==> src/rtl/aes_round_sequencer.sv <==
// ============================================================================
// Module   : aes_round_sequencer
// Brief    : AES-128 block sequencer: load, initial AddRoundKey, full rounds,
//            final round, then valid/ready hand-off of the ciphertext.
// Options  : AES_DECRYPT_EN adds mode/inv_sel and mirrored round-key order.
// Revision : 1.0  initial release
// ============================================================================
`default_nettype none

module aes_round_sequencer #(
   parameter int NUM_ROUNDS   = 10,
   parameter int RK_ADDR_W    = 4,
   parameter int ROUND_CYCLES = 1
) (
   input  logic                 clk,
   input  logic                 rst,
   input  logic                 start,
   input  logic                 abort,
   output logic                 ready,
   output logic                 busy,
   output logic                 state_load,
   output logic                 state_en,
   output logic                 add_key_only,
   output logic                 last_round,
   output logic [RK_ADDR_W-1:0] rk_addr,
   output logic                 out_valid,
   input  logic                 out_ready,
`ifdef AES_DECRYPT_EN
   input  logic                 mode,
   output logic                 inv_sel,
`endif
   output logic                 done
);

   localparam int c_cyc_w = $clog2(ROUND_CYCLES + 1);
   localparam logic [c_cyc_w-1:0]   c_last_cyc  = c_cyc_w'(ROUND_CYCLES - 1);
   localparam logic [RK_ADDR_W-1:0] c_nr        = RK_ADDR_W'(NUM_ROUNDS);
   localparam logic [RK_ADDR_W-1:0] c_last_full = RK_ADDR_W'(NUM_ROUNDS - 1);

   localparam logic [2:0] c_st_idle  = 3'd0;
   localparam logic [2:0] c_st_load  = 3'd1;
   localparam logic [2:0] c_st_ark   = 3'd2;
   localparam logic [2:0] c_st_round = 3'd3;
   localparam logic [2:0] c_st_final = 3'd4;
   localparam logic [2:0] c_st_hold  = 3'd5;

   logic [2:0]           r_state;
   logic [2:0]           w_state_next;
   logic [RK_ADDR_W-1:0] r_round_cnt;
   logic [c_cyc_w-1:0]   r_cyc_cnt;
   logic                 w_last_cyc;
   logic                 w_dec;

   assign w_last_cyc = (r_cyc_cnt == c_last_cyc);

   always_ff @(posedge clk) begin
      if (rst) begin
         r_state <= c_st_idle;
      end else begin
         r_state <= w_state_next;
      end
   end

   always_comb begin
      w_state_next = r_state;
      if (abort) begin
         w_state_next = c_st_idle;
      end else begin
         case (r_state)
            c_st_idle:  if (start) w_state_next = c_st_load;
            c_st_load:  w_state_next = c_st_ark;
            c_st_ark:   w_state_next = c_st_round;
            c_st_round: if (w_last_cyc && (r_round_cnt == c_last_full)) w_state_next = c_st_final;
            c_st_final: if (w_last_cyc) w_state_next = c_st_hold;
            c_st_hold:  if (out_ready) w_state_next = c_st_idle;
            default:    w_state_next = c_st_idle;
         endcase
      end
   end

   // Round and sub-cycle counters; the sub-cycle count restarts on every round boundary.
   always_ff @(posedge clk) begin
      if (rst || abort) begin
         r_round_cnt <= '0;
         r_cyc_cnt   <= '0;
      end else begin
         case (r_state)
            c_st_ark: begin
               r_round_cnt <= RK_ADDR_W'(1);
               r_cyc_cnt   <= '0;
            end
            c_st_round: begin
               if (w_last_cyc) begin
                  r_cyc_cnt <= '0;
                  if (r_round_cnt != c_last_full) r_round_cnt <= r_round_cnt + RK_ADDR_W'(1);
               end else begin
                  r_cyc_cnt <= r_cyc_cnt + c_cyc_w'(1);
               end
            end
            c_st_final: begin
               if (w_last_cyc) r_cyc_cnt <= '0;
               else            r_cyc_cnt <= r_cyc_cnt + c_cyc_w'(1);
            end
            default: begin
               r_round_cnt <= '0;
               r_cyc_cnt   <= '0;
            end
         endcase
      end
   end

`ifdef AES_DECRYPT_EN
   logic r_mode;

   // Direction is captured at acceptance and ignored for the rest of the block.
   always_ff @(posedge clk) begin
      if (rst || abort) begin
         r_mode <= 1'b0;
      end else if ((r_state == c_st_idle) && start) begin
         r_mode <= mode;
      end else if ((r_state == c_st_hold) && out_ready) begin
         r_mode <= 1'b0;
      end
   end

   assign w_dec   = r_mode;
   assign inv_sel = r_mode;
`else
   assign w_dec = 1'b0;
`endif

   always_comb begin
      ready        = 1'b0;
      busy         = 1'b0;
      state_load   = 1'b0;
      state_en     = 1'b0;
      add_key_only = 1'b0;
      last_round   = 1'b0;
      rk_addr      = '0;
      out_valid    = 1'b0;
      done         = 1'b0;
      case (r_state)
         c_st_idle: ready = 1'b1;
         c_st_load: begin
            busy       = 1'b1;
            state_load = 1'b1;
         end
         c_st_ark: begin
            busy         = 1'b1;
            add_key_only = 1'b1;
            state_en     = 1'b1;
            rk_addr      = w_dec ? c_nr : '0;
         end
         c_st_round: begin
            busy     = 1'b1;
            state_en = w_last_cyc;
            rk_addr  = w_dec ? (c_nr - r_round_cnt) : r_round_cnt;
         end
         c_st_final: begin
            busy       = 1'b1;
            last_round = 1'b1;
            state_en   = w_last_cyc;
            rk_addr    = w_dec ? '0 : c_nr;
         end
         c_st_hold: begin
            out_valid = 1'b1;
            done      = out_ready;
         end
         default: ready = 1'b0;
      endcase
   end

endmodule

`default_nettype wire
==> config.mk <==
export PLATFORM = sky130hd
export DESIGN_NAME = aes_round_sequencer
export DESIGN_NICKNAME = d
export VERILOG_FILES = /design/src/rtl/aes_round_sequencer.sv
export SDC_FILE = /design/constraint.sdc
export NUM_CORES = 1
export LEC_CHECK = 0
export BUFFER_PORTS_ARGS = -buffer_cell sky130_fd_sc_hd__buf_2
export CORE_AREA = 2 2 39 41
export CTS_BUF_LIST = sky130_fd_sc_hd__clkbuf_2 sky130_fd_sc_hd__clkbuf_4 sky130_fd_sc_hd__clkbuf_8
export DETAILED_ROUTE_END_ITERATION = 12
export DIE_AREA = 0 0 41 43
export GPL_TIMING_DRIVEN = 0
export PLACE_DENSITY = 0.79
export SKIP_LAST_GASP = 1
export SLEW_MARGIN = 20
export SYNTH_ARGS = -nofsm -noshare
export SYNTH_HDL_FRONTEND = slang
export SYNTH_SLANG_ARGS = --single-unit
==> constraint.sdc <==
create_clock -name clk -period 3.8 [get_ports clk]
set_input_delay 0.19 -clock clk [delete_from_list [all_inputs] [get_ports clk]]
set_output_delay 0.19 -clock clk [all_outputs]
set_load 0.1 [all_outputs]
# After elaboration in Yosys (flattened, before gate mapping)
# Cells that the tools add are included.
word_totals:
  in_bits: 5
  word_cells: 47
  reg_bits: 8
  out_inout_bits: 12
op_classes:
  eq_ne: 13
  n_mux: 17
  bitwise: 3
  add_sub_neg: 2
  n_reduce_logical: 9
op_table:
  columns: ["op", "count"]
  rows:
  - ["$pmux 3 s6", 1]
  - ["$mux 3", 4]
  - ["$ne 2x2->1 const B", 6]
  - ["$pmux 4 s3", 1]
  - ["$mux 4", 2]
  - ["$pmux 4 s2", 1]
  - ["$mux 1", 7]
  - ["$eq 3x2->1 const B", 2]
  - ["$eq 3x3->1 const B", 2]
  - ["$add 4x1->4 const B", 1]
  - ["$eq 4x4->1 const B", 1]
  - ["$ne 4x4->1 const B", 1]
  - ["$reduce_and 4->1", 1]
  - ["$reduce_or 2->1", 2]
  - ["$reduce_or 4->1", 1]
  - ["$eq 3x1->1 const B", 1]
  - ["$logic_not 3->1", 1]
  - ["$not 1->1", 3]
  - ["$reduce_and 3->1", 1]
  - ["$reduce_or 3->1", 1]
  - ["$pmux 1 s2", 1]
  - ["$add 1x1->1 const B", 1]
  - ["$logic_and 1x1->1", 1]
  - ["$logic_or 1x1->1", 1]

# Longest topological paths before layout
# Gate-level depths: netlist (run 1).
depth:
  ltp_word: 4
  depth_mapped: 6
  ltp_nobuf: 6

# Least setup slack after synthesis (run 1)
# Ideal clock, no wire load.
synth_timing:
  path_kind: "reg2out"
  from: "register r_state[0]"
  to: "output port state_load"
  stages_incl_launch_ff: 4
  setup_slack_ns: 0.769
  arrival_time_ns: 2.841
  path_buffers: 1
  required_time_ns: 3.610
  cell_sequence: "dfxtp_1 > clkbuf_1 > inv_1 > nor3_1"
synth_via:
  elab_chain_cells: 2
synth_lines:
  columns: ["item", "line_no", "rtl"]
  rows:
  - ["start, declared", "47", "logic [2:0] r_state;"]
  - ["start signal, assigned", "58", "r_state <= c_st_idle;"]
  - ["start signal, assigned", "60", "r_state <= w_state_next;"]
  - ["$eq 3x1->1", "142", "case (r_state)"]
  - ["$mux 1", "142", null]
  - ["end, declared", "21", "output logic state_load,"]
# Every way passes these cells.

# Worst setup path in the final report (run 1)
# Same ends and word-level chain as after synthesis.

==> results of run 1 <==
==> power breakdown <==
part           internal [mW]  switching [mW]  total [mW]
clock                 0.0364          0.0327      0.0691
sequential            0.0854         0.00188      0.0873
combinational        0.00829          0.0312      0.0395
total                  0.130          0.0658       0.196
==> metal layers <==
metal	up-vias	track usage, %
li1	286	-
met1	258	21.9
met2	25	24.1
met3	4	5.24
met4	0	11.3
met5	-	0
==> cells in the final DEF (no fill, tap or decap), drive strengths merged <==
master,instances
nor4,1
and4b,1
o21ai,4
a31o,1
mux2i,1
nor2,8
inv,4
a21oi,6
and2,2
and3b,1
buf,19
nand2b,3
o211ai,1
a22o,1
clkbuf,5
dfxtp,8
or4b,1
nor3,3
nand3b,3
o22ai,1
a31oi,1
nor4b,1
or3,1
conb,1
a21o,1
o221ai,1
and4,2
nand2,2
ha,2
nor3b,1
xnor2,1
or2,1
==> metrics by stage <==
| step | instances | hold WS, ps | util [%] | area (µm²) | power (mW) |
|---|---|---|---|---|---|
| 5_1_grt | 105 | 260 | 49.5 | 686 | 0.204 |
| 3_3_place_gp | 102 | 490 | 47.9 | 663 | 0.128 |
| 3_5_place_dp | 102 | 498 | 47.9 | 663 | 0.129 |
| 4_1_cts | 105 | 252 | 49.5 | 686 | 0.197 |
| 6_report | 105 | 247 | 49.5 | 686 | 0.196 |
| 2_1_floorplan | 70 | 396 | - | 563 | 0.121 |
==> tightest hold or removal path, stage by stage <==
cell    delay (ps)
buf_2           80
nor2_1          50
and4_1         140
==> registers in the layout, indices dropped and copies added, names as in the netlist <==
register,cells
r_cyc_cnt,1
r_round_cnt,4
r_state,3
==> cells by family (layout without fill, tap and decap cells) <==
kind of cell               count (synthesis)  after routing  share of synthesized area, %
other                                      1              1                         0.666
AOI/OAI and AO/OA                         17             17                          19.1
muxes                                      1              1                          1.78
DFF                                        8              8                          28.4
xor gates and xnor gates                   1              1                          1.56
adders and majority gates                  2              2                          4.44
and+or+nand+nor                           31             31                          34.7
buffers and inverters                      9             28                          9.33
==> layout make-up <==
class,count,area share (%)
plain buffers,5,5.47
clock buffers,3,3.28
inverters,4,2.19
multi-input cells,53,51.1
flip-flops and latches,8,23.4
well taps,16,2.92
repair buffers,16,11.7
==> path summary, 6_finish.rpt <==
check | start | slack (ps) | depth (start not counted) | to
worst max register to register | r_round_cnt[1] | 2200 | 6 | r_round_cnt[2]
worst max-delay path | r_state[0] | 1740 | 4 | state_load
worst min-delay path | rst | 250 | 3 | r_state[0]
worst min register to register | r_round_cnt[2] | 510 | 2 | r_round_cnt[2]
==> impl_metrics.ini, run 1 <==
[timing]
fin_skew_ps = 4.83
finalSetupViolations = 0
setup_ws_ps = 1740
max_freq_mhz = 485
period_share_pct = 54.3
hold_viol_final = 0
maxSlewViolCount = 0
period_needed_ps = 2060
fin_setup_tns_ps = 0
rsz0062_at_grt = no

[synth]
async_flop_share_pct = 0
netlist_top_cells_count = dfxtp_1, nor2_1, a21oi_1, inv_1, o21ai_0
synth_nets = 77
syn_inst = 70
synth-seq-area-share_pct = 28.4
ys_ff_latch = 8
dominantRegCellSynth = dfxtp_1
synthesis.area_um2 = 563
synth_edf_count = 0
synth_top_area_share_pct = 28.4
synth_cell_types = 35
yosys_warnings = 0
avgSynthCellArea_um2 = 8.04
yosysTopAreaCell = dfxtp_1
synth_area_leaders = dfxtp_1, nor2_1, a21oi_1

[finish]
drive_gt1_share_pct = 30.3
syn_to_final_growth_pct = 21.8
antenna_cells = 0
fin_nets = 98
fillerInstances = 148
seqCellArea_um2 = 160
multi_input_area_um2 = 350

[clock_tree]
cts_hold_buf = 0
cts_tree = built
cts-resized-gates = 0
clkSinkCount = 8
clk_path_buf_depth = 2
cts-root-buf = clkbuf_4
clkTransAtPathRegs_ps = 60
worstSkewPairLatency_ps = 260
cts_buffers = 3
cts_setup_buffers = 0
htreeDepth = 1

[die]
start_util_pct = 40.7
core_area_mm2 = 0.00138
io_pins = 17
die_y_um = 43
rows = 14
dieArea_mm2 = 0.00176
die_x_um = 41

[worst_setup_path]
worstSetupPathType = reg -> out
path_cells = clkbuf_1, inv_1, nor3_1, buf_2
crit_required_ps = 3610
slowest_stage = buf_2
cp.buffers_inverters = 3
cp-start-kind = flip-flop
slowest_delay_ps = 460
crit_family = buffers and inverters
worst_ep_arrival_time_ps = 1870
worstPathMaxFanout = 10
end_kind = primary output

[place]
place_hpwl_um = 936
dp_slack_ps = 2070
place_congestion = 0.794
io_buffers = 16

[job]
cap_violations = 0

[status]
status = finished, final reports clean

[grt]
grt_pass1_vias = 510
grt_pass1_wl_um = 2070
grt_max_degree = 11
overflow = 0
antenna_found_initial = 0
grtUsageTotal_pct = 17.3

[route]
top_layer = met4
initialDrtViolationCount = 17
vias = 573
ant_nets = 0
routedWlPerCell_um = 12.3
wl_met1_um = 574
wl_um = 1290
wl_met3_um = 87
drt_pass1_iterations = 4
wl_met2_um = 588
drc = 0
vias_per_cell = 5.46

[power]
powerDensity_mw_per_mm2 = 286
p_leak_nw = 0.324
peakVddDrop_mv = 0.190

[worst_hold_path]
hold_path_class = in -> reg
(Power assumes the default switching activity.)
==> inputs of run 2 (changes only) <==
==> constraint.sdc (replaced) <==
create_clock -name clk -period 2.05 [get_ports clk]
set_input_delay 0.1025 -clock clk [delete_from_list [all_inputs] [get_ports clk]]
set_output_delay 0.1025 -clock clk [all_outputs]
set_load 0.1 [all_outputs]
==> run 2 against run 1 <==
  * Sequential power is 87% higher
  * Design area grew 6.6%
  * First-iteration DRC count down 47%
  * Global-route usage barely moved
  * Hold slack worse by 81 ps
  * Via count shrank 1.2%
  * Wire length decreased by 0.39%
  * Critical path type unchanged
  * Largest cell class unchanged
  * Largest power group unchanged
==> impl_metrics.ini, run 2 (same netlist as run 1, synthesis figures left out) <==
[finish]
final_common_cell = buf_2
regMostFlops = r_round_cnt
antenna_cells = 0
largest_reg_flops = 4
fillerInstances = 140
drive_gt1_share_pct = 37.1
final_area_um2 = 731
reg_top3 = r_round_cnt: 4 flops, r_state: 3 flops, r_cyc_cnt: 1 flops
fin_nets = 98
syn_to_final_growth_pct = 29.8
layout_common_cells = buf_2, dfxtp_1, nor2_1
stdcell_count = 105

[worst_setup_path]
crit_required_ps = 1950
slowest_delay_ps = 430
cp.buffers_inverters = 3
cp-start-kind = flip-flop
worstSetupPathType = reg -> out
slowest_stage = buf_2
worstPathMaxFanout = 10
path_cells = clkbuf_1, inv_1, nor2_2, buf_2
worst_ep_arrival_time_ps = 1850
end_kind = primary output
crit_family = buffers and inverters

[timing]
period_share_pct = 95.1
fin_setup_tns_ps = 0
maxSlewViolCount = 0
finalSetupViolations = 0
timing.hold.ws_ps = 166
hold_viol_final = 0
fin_skew_ps = 1.58
period_needed_ps = 1950
max_freq_mhz = 513
rsz0062_at_grt = no

[die]
io_pins = 17
rows = 14
core_area_mm2 = 0.00138
die_x_um = 41
start_util_pct = 40.7
die_y_um = 43
dieArea_mm2 = 0.00176

[grt]
grt_max_degree = 11
grt_pass1_vias = 486
overflow = 0
grt_pass1_wl_um = 2060
grtUsageTotal_pct = 17.3
antenna_found_initial = 0

[place]
placed_cell_area_um2 = 703
io_buffers = 16
place_congestion = 0.841
dp.cells = 102
place_hpwl_um = 943

[route]
drt_pass1_iterations = 4
vias = 566
ant_nets = 0
routedWlPerCell_um = 12.2
vias_per_cell = 5.39
drc = 0
initialDrtViolationCount = 9
wl_um = 1280

[power]
powerDensity_mw_per_mm2 = 498
power_frac_comb_pct = 21.4
power.share.sequential_pct = 44.7
total_power_uw = 364
p_sw_uw = 120
p_int_uw = 244
clockPowerShare_pct = 33.9
peakVddDrop_mv = 0.293
p_leak_nw = 0.330
swShare_pct = 32.9

[clock_tree]
cts_hold_buf = 0
htreeDepth = 1
worstSkewPairLatency_ps = 260
clkSinkCount = 8
cts-root-buf = clkbuf_4
clkTransAtPathRegs_ps = 50
cts_setup_buffers = 0
clk_path_buf_depth = 2
cts_buffers = 3
cts_tree = built
cts-resized-gates = 0

[job]
cap_violations = 0

[status]
status = finished, final reports clean

[worst_hold_path]
hold_path_class = in -> reg
## run 2: cell type report
class | instances | area (µm²) | share of cell area, %
Buffer | 5 | 37.5 | 5.14
Clock buffer | 3 | 22.5 | 3.08
Inverter | 4 | 15.0 | 2.05
Multi-Input combinational cell | 53 | 390 | 53.4
Sequential cell | 8 | 160 | 21.9
Tap cell | 16 | 20.0 | 2.74
Timing Repair Buffer | 16 | 85.1 | 11.6
## run 2: tightest hold or removal path, cell delays in order
cell    delay [ps]
buf_2           80
nor2_1          50
and4_1         140
## run 2: path summary, 6_finish.rpt
check	from	end	slack, ps	depth (start not counted)
worst max-delay path	r_state[0]	out_valid	100	4
worst min-delay path	rst	r_state[0]	170	3
worst max register to register	r_round_cnt[1]	r_round_cnt[2]	410	6
worst min register to register	r_round_cnt[3]	r_round_cnt[3]	510	2
## run 2: power groups by stage
stage	logic [mW]	registers, mW	clock network, mW
after detailed placement	0.0773	0.166	0
after global placement	0.0766	0.166	0
final	0.0779	0.163	0.123
after CTS	0.0776	0.163	0.124
after floorplan	0.0637	0.165	0
after global routing	0.0833	0.163	0.129
## run 2: layer usage
metal  routed length [µm]  GRT usage [%]  up-vias  part of all wire (%)
li1                     -              -      288                     -
met1                  572           23.9      255                    45
met2                  625           24.1       19                    49
met3                   63           3.14        4                   4.9
met4                   22           10.0        0                   1.7
met5                    0              0        -                     0
## run 2: metrics by stage
stage               util [%]  setup WS (ps)
CTS                     52.4           50.8
global placement        50.8            337
detailed placement      50.8            334
finish                  52.8            100
floorplan                  -          -71.5
global route            52.8           42.2
==> inputs of run 3 (changes only) <==
==> constraint.sdc (replaced) <==
create_clock -name clk -period 1.9 [get_ports clk]
set_input_delay 0.095 -clock clk [delete_from_list [all_inputs] [get_ports clk]]
set_output_delay 0.095 -clock clk [all_outputs]
set_load 0.1 [all_outputs]
==> run 3 against run 2 <==
  * Via count increased by 5.5%
  * Sequential power increased by 8%
  * Die area unchanged
  * Wire length increased by 5.0%
  * Sequential share of layout area decreased by 0.38 points
  * Count of clock-buffer cells in the layout unchanged
==> impl_metrics.ini, run 3 (same netlist as run 1, synthesis figures left out) <==
[clock_tree]
cts-resized-gates = 5
clkTransAtPathRegs_ps = 50
cts-root-buf = clkbuf_4
worstSkewPairLatency_ps = 250
cts_hold_buf = 0
clk_path_buf_depth = 2
htreeDepth = 1
clkSinkCount = 8
cts_tree = built
cts_setup_buffers = 0
cts_buffers = 3

[worst_setup_path]
crit_required_ps = 1800
worstPathMaxFanout = 10
worstSetupPathType = reg -> out
worst_ep_arrival_time_ps = 1630
crit_family = buffers and inverters
slowest_delay_ps = 420
cp.buffers_inverters = 2
path_cells = clkbuf_2, nand3b_1, o22ai_2, buf_4
end_kind = primary output
slowest_stage = dfxtp_1
cp-start-kind = flip-flop

[finish]
regMostFlops = r_round_cnt
largest_reg_flops = 4
final_area_um2 = 749
fin_util_pct = 54.2
stdcell_count = 105
layout_common_cells = buf_2, dfxtp_1, buf_4, nor2_1, a21oi_1
reg_top3 = r_round_cnt: 4 flops, r_state: 3 flops, r_cyc_cnt: 1 flops
final_common_cell = buf_2
antenna_cells = 0
drive_gt1_share_pct = 41.6
syn_to_final_growth_pct = 33.1
fin_nets = 98

[place]
dp.cells = 102
place_congestion = 0.868
placed_cell_area_um2 = 716
place_hpwl_um = 967
dp_slack_ps = 142
io_buffers = 16

[die]
die_x_um = 41
rows = 14
core_area_mm2 = 0.00138
start_util_pct = 40.7
die_y_um = 43
io_pins = 17
dieArea_mm2 = 0.00176

[power]
p_leak_nw = 0.334
total_power_uw = 383
peakVddDrop_mv = 0.495
powerDensity_mw_per_mm2 = 512

[timing]
setup_ws_ps = 173
fin_skew_ps = 2.15
period_needed_ps = 1730
max_freq_mhz = 579
fin_setup_tns_ps = 0
maxSlewViolCount = 0
hold_viol_final = 0
period_share_pct = 90.9
rsz0062_at_grt = no
timing.hold.ws_ps = 178
finalSetupViolations = 0

[route]
ant_nets = 0
drt_pass1_iterations = 4
wl_um = 1350
drc = 0
initialDrtViolationCount = 20
vias = 597
routedWlPerCell_um = 12.8
vias_per_cell = 5.69

[grt]
grt_pass1_wl_um = 2070
grt_max_degree = 11
grt_pass1_vias = 463
antenna_found_initial = 0
overflow = 0
grtUsageTotal_pct = 17.5

[job]
cap_violations = 0

[status]
status = finished, final reports clean

[worst_hold_path]
hold_path_class = in -> reg
==> run 3: cell type report <==
class                      count  area, µm²
timing repair buffer          16       90.1
inverter                       4       15.0
fill                         135        634
tap                           16       20.0
multi-input combinational     53        402
buffer                         5       38.8
sequential                     8        161
clock buffer                   3       22.5
==> run 3: worst paths after layout <==
path | startpoint | cells past startpoint | slack (ps) | end
worst max register to register | r_round_cnt[1] | 6 | 270 | r_round_cnt[2]
worst min register to register | r_round_cnt[2] | 2 | 520 | r_round_cnt[2]
worst min-delay path | rst | 3 | 180 | r_state[0]
worst max-delay path | r_state[0] | 4 | 170 | rk_addr[1]
==> run 3: report_power, final <==
group          switching [mW]  total, mW  internal (mW)
Combinational          0.0653     0.0861         0.0208
Sequential            0.00462      0.176          0.171
Clock                  0.0497      0.121         0.0717
Total                   0.120      0.383          0.264
==> run 3: worst reg2reg max path: stages (launching register included) <==
cell      delay (ps)
dfxtp_1          360
inv_1             90
ha_1             190
nand3b_1         190
nand2_2           80
or4b_1           490
a21oi_1          150
==> run 3: metal layers <==
metal  up-vias  GRT usage, %  wire (µm)
met5         -             0          0
met4         0          4.00         12
met1       274          22.8        533
met3         2          7.85        133
li1        288             -          -
met2        33          25.9        668
